--- src/rtl/ucode_loader.sv ---
// Writable 2**AW-entry control store with a byte-stream loader; asynchronous read, one write per edge.
// The core is held (cpu_run=0) from a header until a frame's checksum verifies; in_ready drops only while clearing.
module ucode_loader #(
   parameter int          AW       = 5,
   parameter logic [10:0] DEF_WORD = 11'h7F0
) (
   input  logic          clk,
   input  logic          nReset,
   input  logic [7:0]    in_data,
   input  logic          in_valid,
   output logic          in_ready,
   input  logic [AW-1:0] rd_addr,
   output logic [3:0]    RegAddr,
   output logic [2:0]    ALUCode,
   output logic          Reg_CE,
   output logic          CY_CE,
   output logic          A_CE,
   output logic          ResetCY,
   output logic          cpu_run,
   output logic          busy,
   output logic          err
);
   localparam int DEPTH = 2 ** AW;
   // Word counter must hold both the largest 6-bit count and DEPTH (count 0 means a full store).
   localparam int RW    = (AW + 1 > 6) ? AW + 1 : 6;

   typedef enum logic [2:0] {S_CLEAR, S_IDLE, S_CNT, S_LO, S_HI, S_CHK} state_t;

   state_t          state, next;
   logic [AW-1:0]   clr_cnt;
   logic [AW-1:0]   ptr;
   logic [RW-1:0]   remaining;
   logic [7:0]      csum;
   logic            bad;
   logic [7:0]      word_lo;
   logic            accept;
   logic            we;
   logic [AW-1:0]   waddr;
   logic [10:0]     wdata;
   logic [10:0]     mem [DEPTH];
   logic [10:0]     rd_word;

   assign accept = in_valid & in_ready;

   always_ff @(posedge clk) begin
      if (nReset) state <= S_CLEAR;
      else        state <= next;
   end

   always_comb begin
      next     = state;
      in_ready = 1'b1;
      busy     = 1'b1;
      we       = 1'b0;
      waddr    = ptr;
      wdata    = {in_data[2:0], word_lo};
      case (state)
         S_CLEAR: begin
            in_ready = 1'b0;
            we       = 1'b1;
            waddr    = clr_cnt;
            wdata    = DEF_WORD;
            if (clr_cnt == {AW{1'b1}}) next = S_IDLE;
         end
         S_IDLE: begin
            busy = 1'b0;
            if (accept && in_data[7:5] == 3'b101) next = S_CNT;
         end
         S_CNT: if (accept) next = S_LO;
         S_LO:  if (accept) next = S_HI;
         S_HI: begin
            if (accept) begin
               // Reserved high bits poison the word: skip the write, fail the frame at CHK.
               we   = (in_data[7:3] == 5'd0);
               next = (remaining == RW'(1)) ? S_CHK : S_LO;
            end
         end
         S_CHK: if (accept) next = S_IDLE;
         default: next = S_CLEAR;
      endcase
   end

   always_ff @(posedge clk) begin
      if (nReset) begin
         clr_cnt   <= '0;
         ptr       <= '0;
         remaining <= '0;
         csum      <= '0;
         bad       <= 1'b0;
         word_lo   <= '0;
         cpu_run   <= 1'b0;
         err       <= 1'b0;
      end else begin
         if (state == S_CLEAR) clr_cnt <= clr_cnt + 1'b1;
         if (accept) begin
            case (state)
               S_IDLE: begin
                  if (in_data[7:5] == 3'b101) begin
                     ptr     <= in_data[AW-1:0];
                     err     <= 1'b0;
                     cpu_run <= 1'b0;
                  end
               end
               S_CNT: begin
                  remaining <= (in_data[5:0] == 6'd0) ? RW'(DEPTH) : RW'(in_data[5:0]);
                  csum      <= '0;
                  bad       <= 1'b0;
               end
               S_LO: begin
                  word_lo <= in_data;
                  csum    <= csum ^ in_data;
               end
               S_HI: begin
                  csum      <= csum ^ in_data;
                  if (in_data[7:3] != 5'd0) bad <= 1'b1;
                  ptr       <= ptr + 1'b1;
                  remaining <= remaining - 1'b1;
               end
               S_CHK: begin
                  if (in_data == csum && !bad) cpu_run <= 1'b1;
                  else                         err     <= 1'b1;
               end
               default: ;
            endcase
         end
      end
   end

   always_ff @(posedge clk) begin
      if (we && !nReset) mem[waddr] <= wdata;
   end

   // Store contents are undefined until CLEAR completes, so the read side is pinned to NOP meanwhile.
   assign rd_word = (state == S_CLEAR) ? DEF_WORD : mem[rd_addr];

   assign RegAddr = rd_word[10:7];
   assign ALUCode = rd_word[6:4];
   assign Reg_CE  = rd_word[3];
   assign CY_CE   = rd_word[2];
   assign A_CE    = rd_word[1];
   assign ResetCY = rd_word[0];

endmodule

--- config.mk ---
export PLATFORM = sky130hd
export DESIGN_NAME = ucode_loader
export DESIGN_NICKNAME = d
export VERILOG_FILES = /design/src/rtl/ucode_loader.sv
export SDC_FILE = /design/constraint.sdc
export NUM_CORES = 1
export LEC_CHECK = 0
export ABC_CLOCK_PERIOD_IN_PS = 8800
export CORE_ASPECT_RATIO = 1.2
export CORE_MARGIN = 4
export CORE_UTILIZATION = 65
export DETAILED_ROUTE_END_ITERATION = 16
export HOLD_SLACK_MARGIN = 0.05
export PLACE_DENSITY = 0.83
export SETUP_SLACK_MARGIN = 0.4
export SYNTH_ARGS = -nofsm -noshare
export SYNTH_HDL_FRONTEND = slang
export SYNTH_SLANG_ARGS = --single-unit
--- constraint.sdc ---
create_clock -name clk -period 8.8 [get_ports clk]
set_clock_uncertainty 0.15 [all_clocks]
set_input_delay 2.2 -clock clk [delete_from_list [all_inputs] [get_ports clk]]
set_output_delay 2.2 -clock clk [all_outputs]
set_load 0.1 [all_outputs]
* After elaboration in Yosys (flattened, before gate mapping)
Memory sizes are Yosys's and may differ from the RTL's.
Index checks and enable logic that the tools add are counted.
** Word-level totals
- Word-level logic and storage cells :: 85
- Register bits after elaboration :: 38
- Output and inout bits :: 15
- Input port bits :: 16
- Bits in writable memories :: 352
- Memories :: 1
** Operators by class
- Reductions and logical operators :: 22
- Muxes and demuxes :: 29
- Add/sub/neg operators :: 3
- Eq/ne operators :: 19
- Bitwise gates (word level) :: 2
** Memories
- mem :: depth 32, bits a word 11, rd ports 1, clocked after memory_dff 0, write ports 1, line 40 : logic [10:0] mem [DEPTH];
** Operator list (number)
- $mux 11 :: 2
- $mux 3 :: 7
- $ne 2x2->1 const B :: 10
- $pmux 3 s6 :: 1
- $pmux 8 s2 :: 1
- $pmux 6 s2 :: 1
- $add 5x1->5 const B :: 2
- $mux 5 :: 2
- $pmux 5 s2 :: 1
- $eq 3x3->1 const B :: 3
- $mux 1 :: 9
- $eq 8x8->1 :: 1
- $pmux 1 s2 :: 4
- $reduce_and 4->1 :: 2
- $reduce_bool 2->1 :: 4
- $xor 8x8->8 :: 1
- $eq 3x2->1 const B :: 2
- $eq 6x1->1 const B :: 1
- $logic_not 6->1 :: 1
- $mux 6 :: 1
- $reduce_and 2->1 :: 3
- $reduce_and 3->1 :: 2
- $reduce_and 6->1 :: 1
- $sub 6x1->6 const B :: 1
- other kinds (9) :: 12

* Depth between registers and ports, before layout
Gate-level depths: netlist (run 1).
- Depth in word-level cells :: 8
- Gate-level depth with buffers :: 8

* Least setup slack after synthesis (run 1)
Ideal clock, no wire load.
- Kind :: input to output
- From :: in rd_addr[2]
- To :: out A_CE
- Stages on the path :: 7
- Data arrival time :: 6446 ps
- Setup slack :: 4 ps
- Cell sequence :: buf_4 buf_4 buf_4 buf_2 nand4_1 o211a_1 a2111oi_1
** On the way
- Longest elaborated chain between the ends :: 2
** Ends and longest elaborated chain
- start: declaration :: line 12 : input logic [AW-1:0] rd_addr,
- $mem_v2 32x11
- $mux 11 :: line 134 : assign rd_word = (state == S_CLEAR) ? DEF_WORD : mem[rd_addr];
- end: declaration :: line 17 : output logic A_CE,
No other way between the ends.

* Worst setup path after layout (run 1)
- From :: in rd_addr[2]
- To :: out ALUCode[1]
** On the way
- Longest elaborated chain between the ends :: 2
** Ends and longest elaborated chain
- $mem_v2 32x11
- $mux 11 :: line 134
- end: declaration :: line 14 : output logic [2:0] ALUCode,
No other way between the ends.

==> results of run 1 <==
[path summary, 6_finish.rpt]
check                                start    endpoint  slack (ns)  depth (start not counted)
worst min-delay path            word_lo[2]  word_lo[2]        0.30                          2
worst max register to register    state[0]   mem[8][7]        4.93                          4
worst min register to register  word_lo[2]  word_lo[2]        0.30                          2
worst max-delay path            rd_addr[2]  ALUCode[1]        1.47                          8
[tightest hold or removal path, delay by kind of cell, from the launching register on]
kind               cells  cell delay, ns
DFF                    1            0.30
and+or+nand+nor        1            0.05
AOI/OAI and AO/OA      1            0.05
[layer usage]
layer	routed length (µm)	vias up	part of all wire
met5	0	-	0
met4	1620	0	0.046
met3	2810	103	0.080
met2	17800	509	0.51
met1	12700	4530	0.36
li1	-	4035	-
[final cells by class]
| type | count | share of cell area |
|---|---|---|
| multi-input combinational | 547 | 0.243 |
| clock buffer | 51 | 0.0589 |
| timing repair buffer | 63 | 0.0287 |
| clock inverter | 16 | 0.0106 |
| tap | 320 | 0.0224 |
| inverter | 8 | 0.00182 |
| sequential | 390 | 0.635 |
[synthesized netlist by cell type (2+ instances only)]
cell type    n  area, µm²
a2111oi_1    3       30.0
a211oi_1     6       45.0
nor3_1       8       40.0
and2_1       8       50.1
o21ai_0     20        100
dfxtp_1     38        761
nand4_1      8       50.1
a31oi_1      7       43.8
a311oi_1     4       35.0
a221oi_1    29        254
nor2b_1     10       62.6
mux2i_1    140       1400
nor3b_1      6       45.0
buf_2       22        110
o22ai_1     15       93.8
o211a_1      4       40.0
and3b_1      2       17.5
inv_1        6       22.5
mux4_2      24        541
and3_1       3       18.8
nand2b_1    13       81.3
a22oi_1      6       45.0
clkbuf_1    22       82.6
nand3b_1    10       75.1
xnor2_1      5       43.8
nor2_1      66        248
buf_1        2       7.51
buf_4       13       97.6
ha_1         5       62.6
a21oi_1     29        145
o21ai_1     10       50.1
nand2_1     46        173
nand3_1      5       25.0
edfxtp_1   352      10600
a22o_1      28        245
xor2_1       8       70.1
[state kept, by name, indices dropped and copies added (netlist names)]
signal and cells:
bad 1, clr_cnt 5, cpu_run 1, csum 8
err 1, mem 352, ptr 5, remaining 6
state 3, word_lo 8
[power groups by stage]
stage	Combinational, µW	Clock, µW	Sequential [µW]
detailed placement	141	0	2040
CTS	143	1630	2000
global placement	138	0	2040
finish	145	1620	2000
floorplan	103	0	2040
global route	153	1710	2000
[through the flow]
step	cells	setup WS (ns)	total power, µW
after floorplan	1006	1.37	2140
after global placement	1328	1.62	2180
after detailed placement	1328	1.62	2180
after CTS	1395	1.45	3780
after global routing	1395	1.35	3870
final	1395	1.47	3760
[logic make-up after synthesis]
family | count (synthesis) | share of synthesized area
DFF | 390 | 0.708
and+or+nand+nor | 196 | 0.0614
buffers and inverters | 69 | 0.0223
AOI/OAI and AO/OA | 168 | 0.0746
adders and majority gates | 5 | 0.00391
muxes | 165 | 0.123
xor gates and xnor gates | 13 | 0.00711
==> impl_metrics.json, run 1 <==
{
  "status": "finished clean",
  "min_period_over_period": 0.833,
  "die_area_um2": 27200,
  "post-route-min-period_ns": 7.33,
  "cpPeakStageDelay_ns": 0.70,
  "combPwrFrac": 0.039,
  "crit_type": "in2out",
  "die_w_um": 151,
  "async_flop_share": 0,
  "sw_frac_of_total": 0.200,
  "synth_edf_count": 352,
  "cts.sinks": 390,
  "cts_resized": 0,
  "core_area_um2": 24100,
  "port_buffers": 30,
  "root_buffer": "clkbuf_16",
  "overflow": 0,
  "final_common_cell": "edfxtp_1",
  "power-per-cell-area_nw_per_um2": 211,
  "synthCells": 1006,
  "cp.arrival_ns": 4.98,
  "area_growth_pct": 11.5,
  "pwr-share-clk": 0.430,
  "ant_nets": 0,
  "leakagePower_uw": 0.00572,
  "clkLatencyLatePin_ns": 0.51,
  "grt_use_met3": 0.0401,
  "p_sw_uw": 753,
  "synth_area_per_cell_um2": 15.9,
  "ys_types": 59,
  "routed_wl_mm": 35.0,
  "grt_max_degree": 90,
  "rows": 62,
  "timing.critical_path.mode_cell": "buf_4",
  "grt_pass1_wl_mm": 53.7,
  "grtUsageTotal": 0.262,
  "ff_latch_area_um2": 11300,
  "syn-cell-area_um2": 16000,
  "grt_use_met2": 0.430,
  "via_count": 9177,
  "layout_common_cells": "edfxtp_1 (352), mux2i_1 (140), nor2_1 (66)",
  "die_height_um": 180,
  "clock.fmax_ghz": 0.136,
  "placed_area_um2": 16600,
  "post_cts_buffers": 0,
  "endpoint_kind": "primary output",
  "cts_tree": "built",
  "hp-class": "reg2reg",
  "num_io_pins": 31,
  "cts_buffers": 37,
  "seq_area_frac_synth": 0.708,
  "synth-seq-cells": 390,
  "tightest_slew_ns": 1.35,
  "drt_first_pass_iters": 6,
  "drt-initial-drc-count": 1017,
  "multiInputGateArea_um2": 4340,
  "grt_antenna_before_repair": 0,
  "final-setup-viol-count": 0,
  "crit_buf_inv": 3,
  "wl_per_cell_um": 25.1,
  "finalCoreUtilization": 0.740,
  "nets": 1068,
  "drc": 0,
  "clk_pin_slew_ns": 0.06,
  "whs_ns": 0.300,
  "clockBufferDepth": 3,
  "syn_nets": 1027,
  "power_frac_seq": 0.531,
  "gp_congestion": 0.894,
  "vias_per_cell": 6.58,
  "critPathTopFamily": "buffers and inverters",
  "initial_core_util": 0.663,
  "ir_worst_vdd_mv": 0.181,
  "dp_hpwl_mm": 21.3,
  "cp.required_ns": 6.45,
  "setup_tns_ns": 0,
  "top_usage_layer": "met2",
  "max-slew-margin-rel": 0.0986,
  "postCtsHoldBufs": 0,
  "internal-power_uw": 3010,
  "hold_viol": 0,
  "cts_max_level": 2,
  "critPathSlowestCell": "buf_6",
  "slew_viol_final": 0,
  "grt_pass1_vias": 8964,
  "cap_violations": 0,
  "crit_chain": "buf_6 -> buf_4 -> mux2i_1 -> a22o_1 -> a221oi_1 -> o22ai_1 -> o21ai_1 -> buf_4",
  "use_met1": 0.350,
  "diodes": 0,
  "synth_ff_type": "edfxtp_1",
  "grt_setup_unrepaired": "false",
  "start_kind": "input pin",
  "postLayoutCellArea_um2": 17900,
  "worst-path-max-fanout": 89,
  "ys_warn_count": 0,
  "drive_gt1_frac": 0.132,
  "fill_cells": 1382
}
(Power assumes the default switching activity.)
==> run 2: changes to the inputs <==
ABC_CLOCK_PERIOD_IN_PS = 5900   (was 8800)
CORE_UTILIZATION = 56   (was 65)
PLACE_DENSITY = 0.76   (was 0.83)
clock period = 5.9 ns   (was 8.8 ns; I/O delays follow)
==> impl_metrics.json, run 2 (synthesized netlist as in run 1, its figures left out) <==
{
  "initial_core_util": 0.570,
  "grt_pass1_vias": 9106,
  "drt-initial-drc-count": 834,
  "dp_slack_ns": 0.542,
  "hold_viol": 0,
  "crit_buf_inv": 3,
  "sw_frac_of_total": 0.206,
  "largest-register": "mem",
  "final_common_cell": "edfxtp_1",
  "critPathSlowestCell": "nor2b_2",
  "root_buffer": "clkbuf_16",
  "cts_max_level": 2,
  "diodes": 0,
  "rows": 67,
  "num_io_pins": 31,
  "die_height_um": 193,
  "placed_area_um2": 17000,
  "area_growth_pct": 13.6,
  "cpPeakStageDelay_ns": 0.63,
  "crit_type": "in2out",
  "final-setup-viol-count": 0,
  "vias_per_cell": 6.17,
  "postCtsHoldBufs": 0,
  "largest_reg_flops": 352,
  "status": "finished clean",
  "port_buffers": 30,
  "cts_tree": "built",
  "overflow": 0,
  "power-per-cell-area_nw_per_um2": 299,
  "hp-class": "reg2reg",
  "dp_hpwl_mm": 21.0,
  "critPathTopFamily": "buffers and inverters",
  "grt_pass1_wl_mm": 52.6,
  "via_count": 9073,
  "cts_resized": 0,
  "layout_common_cells": "edfxtp_1 (352), mux2i_1 (140), nor2_1 (66)",
  "ir_worst_vdd_mv": 0.224,
  "clk_pin_slew_ns": 0.06,
  "start_kind": "input pin",
  "grt_antenna_before_repair": 0,
  "cts.sinks": 390,
  "nets": 1084,
  "internal-power_uw": 4330,
  "cap_violations": 0,
  "leakagePower_uw": 0.00582,
  "gp_congestion": 0.865,
  "grt_max_degree": 55,
  "min_period_over_period": 0.913,
  "cts_buffers": 38,
  "drive_gt1_frac": 0.152,
  "slew_viol_final": 0,
  "drc": 0,
  "post_cts_buffers": 0,
  "routed_wl_mm": 34.2,
  "worst-path-max-fanout": 19,
  "clkLatencyLatePin_ns": 0.51,
  "grtUsageTotal": 0.220,
  "cp.arrival_ns": 3.76,
  "drt_first_pass_iters": 5,
  "post-route-min-period_ns": 5.38,
  "fill_cells": 1913,
  "core_area_um2": 28100,
  "crit_chain": "buf_2 -> nor2b_2 -> buf_4 -> a22o_1 -> a221oi_1 -> o22ai_1 -> o21ai_2 -> buf_12",
  "postLayoutCellArea_um2": 18200,
  "cp.required_ns": 4.28,
  "clockBufferDepth": 3,
  "combPwrFrac": 0.041,
  "ant_nets": 0,
  "tightest_slew_ns": 1.29,
  "endpoint_kind": "primary output",
  "wl_per_cell_um": 23.2,
  "p_sw_uw": 1120,
  "fin_ws_ns": 0.515,
  "finalCoreUtilization": 0.648,
  "clock.fmax_ghz": 0.186,
  "grt_setup_unrepaired": "false",
  "die_area_um2": 31400,
  "pwr-share-clk": 0.411,
  "top_regs": "mem (352), csum (8), word_lo (8)",
  "die_w_um": 162,
  "max-slew-margin-rel": 0.143,
  "power_frac_seq": 0.548
}
==> run 2: cell count changes in the layout (fill, tap and decap cells not counted), sizes merged <==
| cell | previous run | this run |
|---|---|---|
| clkinv | 11 | 16 |
| inv | 9 | 10 |
| clkinvlp | 0 | 3 |
| clkbuf | 51 | 46 |
| bufinv | 4 | 1 |
| buf | 47 | 62 |
==> run 2: final timing paths <==
kind / from / end / slack, ns / cells past startpoint
worst max-delay path: rd_addr[1] / ALUCode[1] / 0.52 / 8
worst min register to register: word_lo[1] / word_lo[1] / 0.30 / 2
worst max register to register: state[0] / mem[2][4] / 2.58 / 7
worst min-delay path: word_lo[1] / word_lo[1] / 0.30 / 2
==> run 2: power groups by stage <==
stage	Combinational (µW)	Clock [µW]	Sequential, µW
6_report	223	2240	2980
5_1_grt	238	2390	2980
4_1_cts	223	2270	2980
3_5_place_dp	222	0	3040
3_3_place_gp	218	0	3040
2_1_floorplan	162	0	3040
==> run 2: metrics by stage <==
step	cells	total power, µW	TNS (ns)	hold WS, ns
4_1_cts	1470	5480	0	0.304
2_1_floorplan	1006	3200	-0.0574	0.281
5_1_grt	1470	5610	0	0.323
6_report	1470	5450	0	0.302
3_5_place_dp	1402	3260	0	0.295
3_3_place_gp	1402	3260	0	0.287
==> run 2: area by class of cell <==
class                           count  area, µm²  share of cell area
Timing Repair Buffer               78        787              0.0433
Multi-Input combinational cell    547       4420               0.243
Clock buffer                       46       1000              0.0551
Tap cell                          379        474              0.0261
Sequential cell                   390      11300               0.623
Clock inverter                     22        140             0.00770
Inverter                            8       32.5             0.00179
==> run 2: worst reg2reg max path, cell delays in order (launching register included) <==
cell and delay (ns):
dfxtp_1 0.64, nor3_4 0.07, buf_4 0.24, inv_4 0.30, mux2i_4 0.37, or3b_4 0.47
nor2_1 0.49, buf_4 0.30
==> run 2: layer usage <==
| layer | track usage | up-vias | part of all wire |
|---|---|---|---|
| met2 | 0.383 | 363 | 0.51 |
| met1 | 0.281 | 4554 | 0.39 |
| li1 | - | 4077 | - |
| met5 | 0 | - | 0 |
| met3 | 0.0387 | 79 | 0.068 |
| met4 | 0.0801 | 0 | 0.035 |
==> run 3: changes to the inputs <==
CORE_MARGIN = 3   (was 4)
GPL_TIMING_DRIVEN = 0   (was default)
==> impl_metrics.json, run 3 (synthesized netlist as in run 1, its figures left out) <==
{
  "drive_gt1_frac": 0.152,
  "cts_buffers": 37,
  "area_growth_pct": 13.7,
  "placed_area_um2": 16900,
  "nets": 1090,
  "largest_reg_flops": 352,
  "holdPathStages": 2,
  "dp_slack_ns": -0.727,
  "post-route-min-period_ns": 5.41,
  "finalCoreUtilization": 0.648,
  "cp.arrival_ns": 3.79,
  "final-setup-viol-count": 0,
  "max-slew-margin-rel": 0.0790,
  "status": "finished clean",
  "power-per-cell-area_nw_per_um2": 309,
  "drc": 0,
  "top_regs": "mem (352), csum (8), word_lo (8)",
  "grt_setup_unrepaired": "false",
  "largest-register": "mem",
  "grt_pass1_wl_mm": 54.1,
  "via_count": 9075,
  "grtUsageTotal": 0.234,
  "hp-class": "reg2reg",
  "leakagePower_uw": 0.00580,
  "final_common_cell": "edfxtp_1",
  "cts.sinks": 390,
  "fill_cells": 1919,
  "die_w_um": 160,
  "core_area_um2": 28100,
  "num_io_pins": 31,
  "root_buffer": "clkbuf_16",
  "overflow": 0,
  "diodes": 0,
  "whs_ns": 0.300,
  "cap_violations": 0,
  "hold_viol": 0,
  "min_period_over_period": 0.918,
  "clock.fmax_ghz": 0.185,
  "worst-path-max-fanout": 10,
  "drt_first_pass_iters": 5,
  "endpoint_kind": "primary output",
  "drt-initial-drc-count": 738,
  "tightest_slew_ns": 1.38,
  "wl_per_cell_um": 24.2,
  "postLayoutCellArea_um2": 18200,
  "clkLatencyLatePin_ns": 0.52,
  "crit_type": "in2out",
  "clk_pin_slew_ns": 0.06,
  "vias_per_cell": 6.15,
  "gp_congestion": 0.930,
  "grt_antenna_before_repair": 1,
  "rows": 67,
  "cp.required_ns": 4.28,
  "die_height_um": 191,
  "r2r_cells": 5,
  "setup_tns_ns": 0,
  "fin_ws_ns": 0.485,
  "cts_max_level": 2,
  "grt_max_degree": 33,
  "grt_pass1_vias": 9287,
  "start_kind": "input pin",
  "routed_wl_mm": 35.7,
  "initial_core_util": 0.570,
  "port_buffers": 23,
  "clockBufferDepth": 3,
  "slew_viol_final": 0,
  "die_area_um2": 30700,
  "layout_common_cells": "edfxtp_1 (352), mux2i_1 (140), nor2_1 (64)",
  "dp_hpwl_mm": 23.1,
  "cts_tree": "built",
  "ant_nets": 0,
  "ir_worst_vdd_mv": 0.199
}
[run 3: layout make-up]
cell class | count | area [µm²] | share of cell area
multi-input cells | 547 | 4480 | 0.246
flip-flops and latches | 390 | 11300 | 0.623
clock buffers | 41 | 941 | 0.0517
inverters | 8 | 32.5 | 0.00179
plain buffers | 61 | 403 | 0.0221
well taps | 379 | 474 | 0.0261
repair buffers | 24 | 250 | 0.0138
clock inverters | 25 | 285 | 0.0157
[run 3: final timing paths]
| kind | from | to | slack [ns] |
|---|---|---|---|
| worst min register to register | word_lo[5] | word_lo[5] | 0.30 |
| worst min-delay path | word_lo[5] | word_lo[5] | 0.30 |
| worst max register to register | state[1] | mem[9][2] | 2.38 |
| worst max-delay path | rd_addr[3] | Reg_CE | 0.49 |
[run 3: worst max-delay path, cell delays in order]
cell	delay (ns)
clkdlybuf4s50_1	0.61
clkbuf_4	0.31
nor2_1	0.14
a22oi_1	0.24
nand4_1	0.13
o211a_1	0.25
a2111oi_4	0.34
buf_6	0.28
[run 3: what timing repair did]
action | 4_1_cts | 5_1_grt
buffers inserted | 0 | 0
pin swaps | 1 | 0
setup endpoints to repair | 11 | 11
hold buffers | 0 | 0
gates resized for setup | 88 | 3
[run 3: metrics by stage]
step / instances / total power (µW)
floorplan: 1006 / 3200
global placement: 1408 / 3270
detailed placement: 1408 / 3270
CTS: 1474 / 5650
global route: 1475 / 5760
finish: 1475 / 5630
[run 3: per-layer routing]
| metal | GRT usage | share of wire | routed length, µm |
|---|---|---|---|
| met1 | 0.283 | 0.38 | 13700 |
| met2 | 0.422 | 0.52 | 18500 |
| met3 | 0.0405 | 0.066 | 2360 |
| met4 | 0.0858 | 0.035 | 1240 |
| met5 | 0 | 0.00036 | 13 |
[run 3: where the power goes]
part	internal [µW]	switching, µW	total (µW)
registers	2980	3.83	2980
logic	92.5	144	237
clock network	1420	988	2410
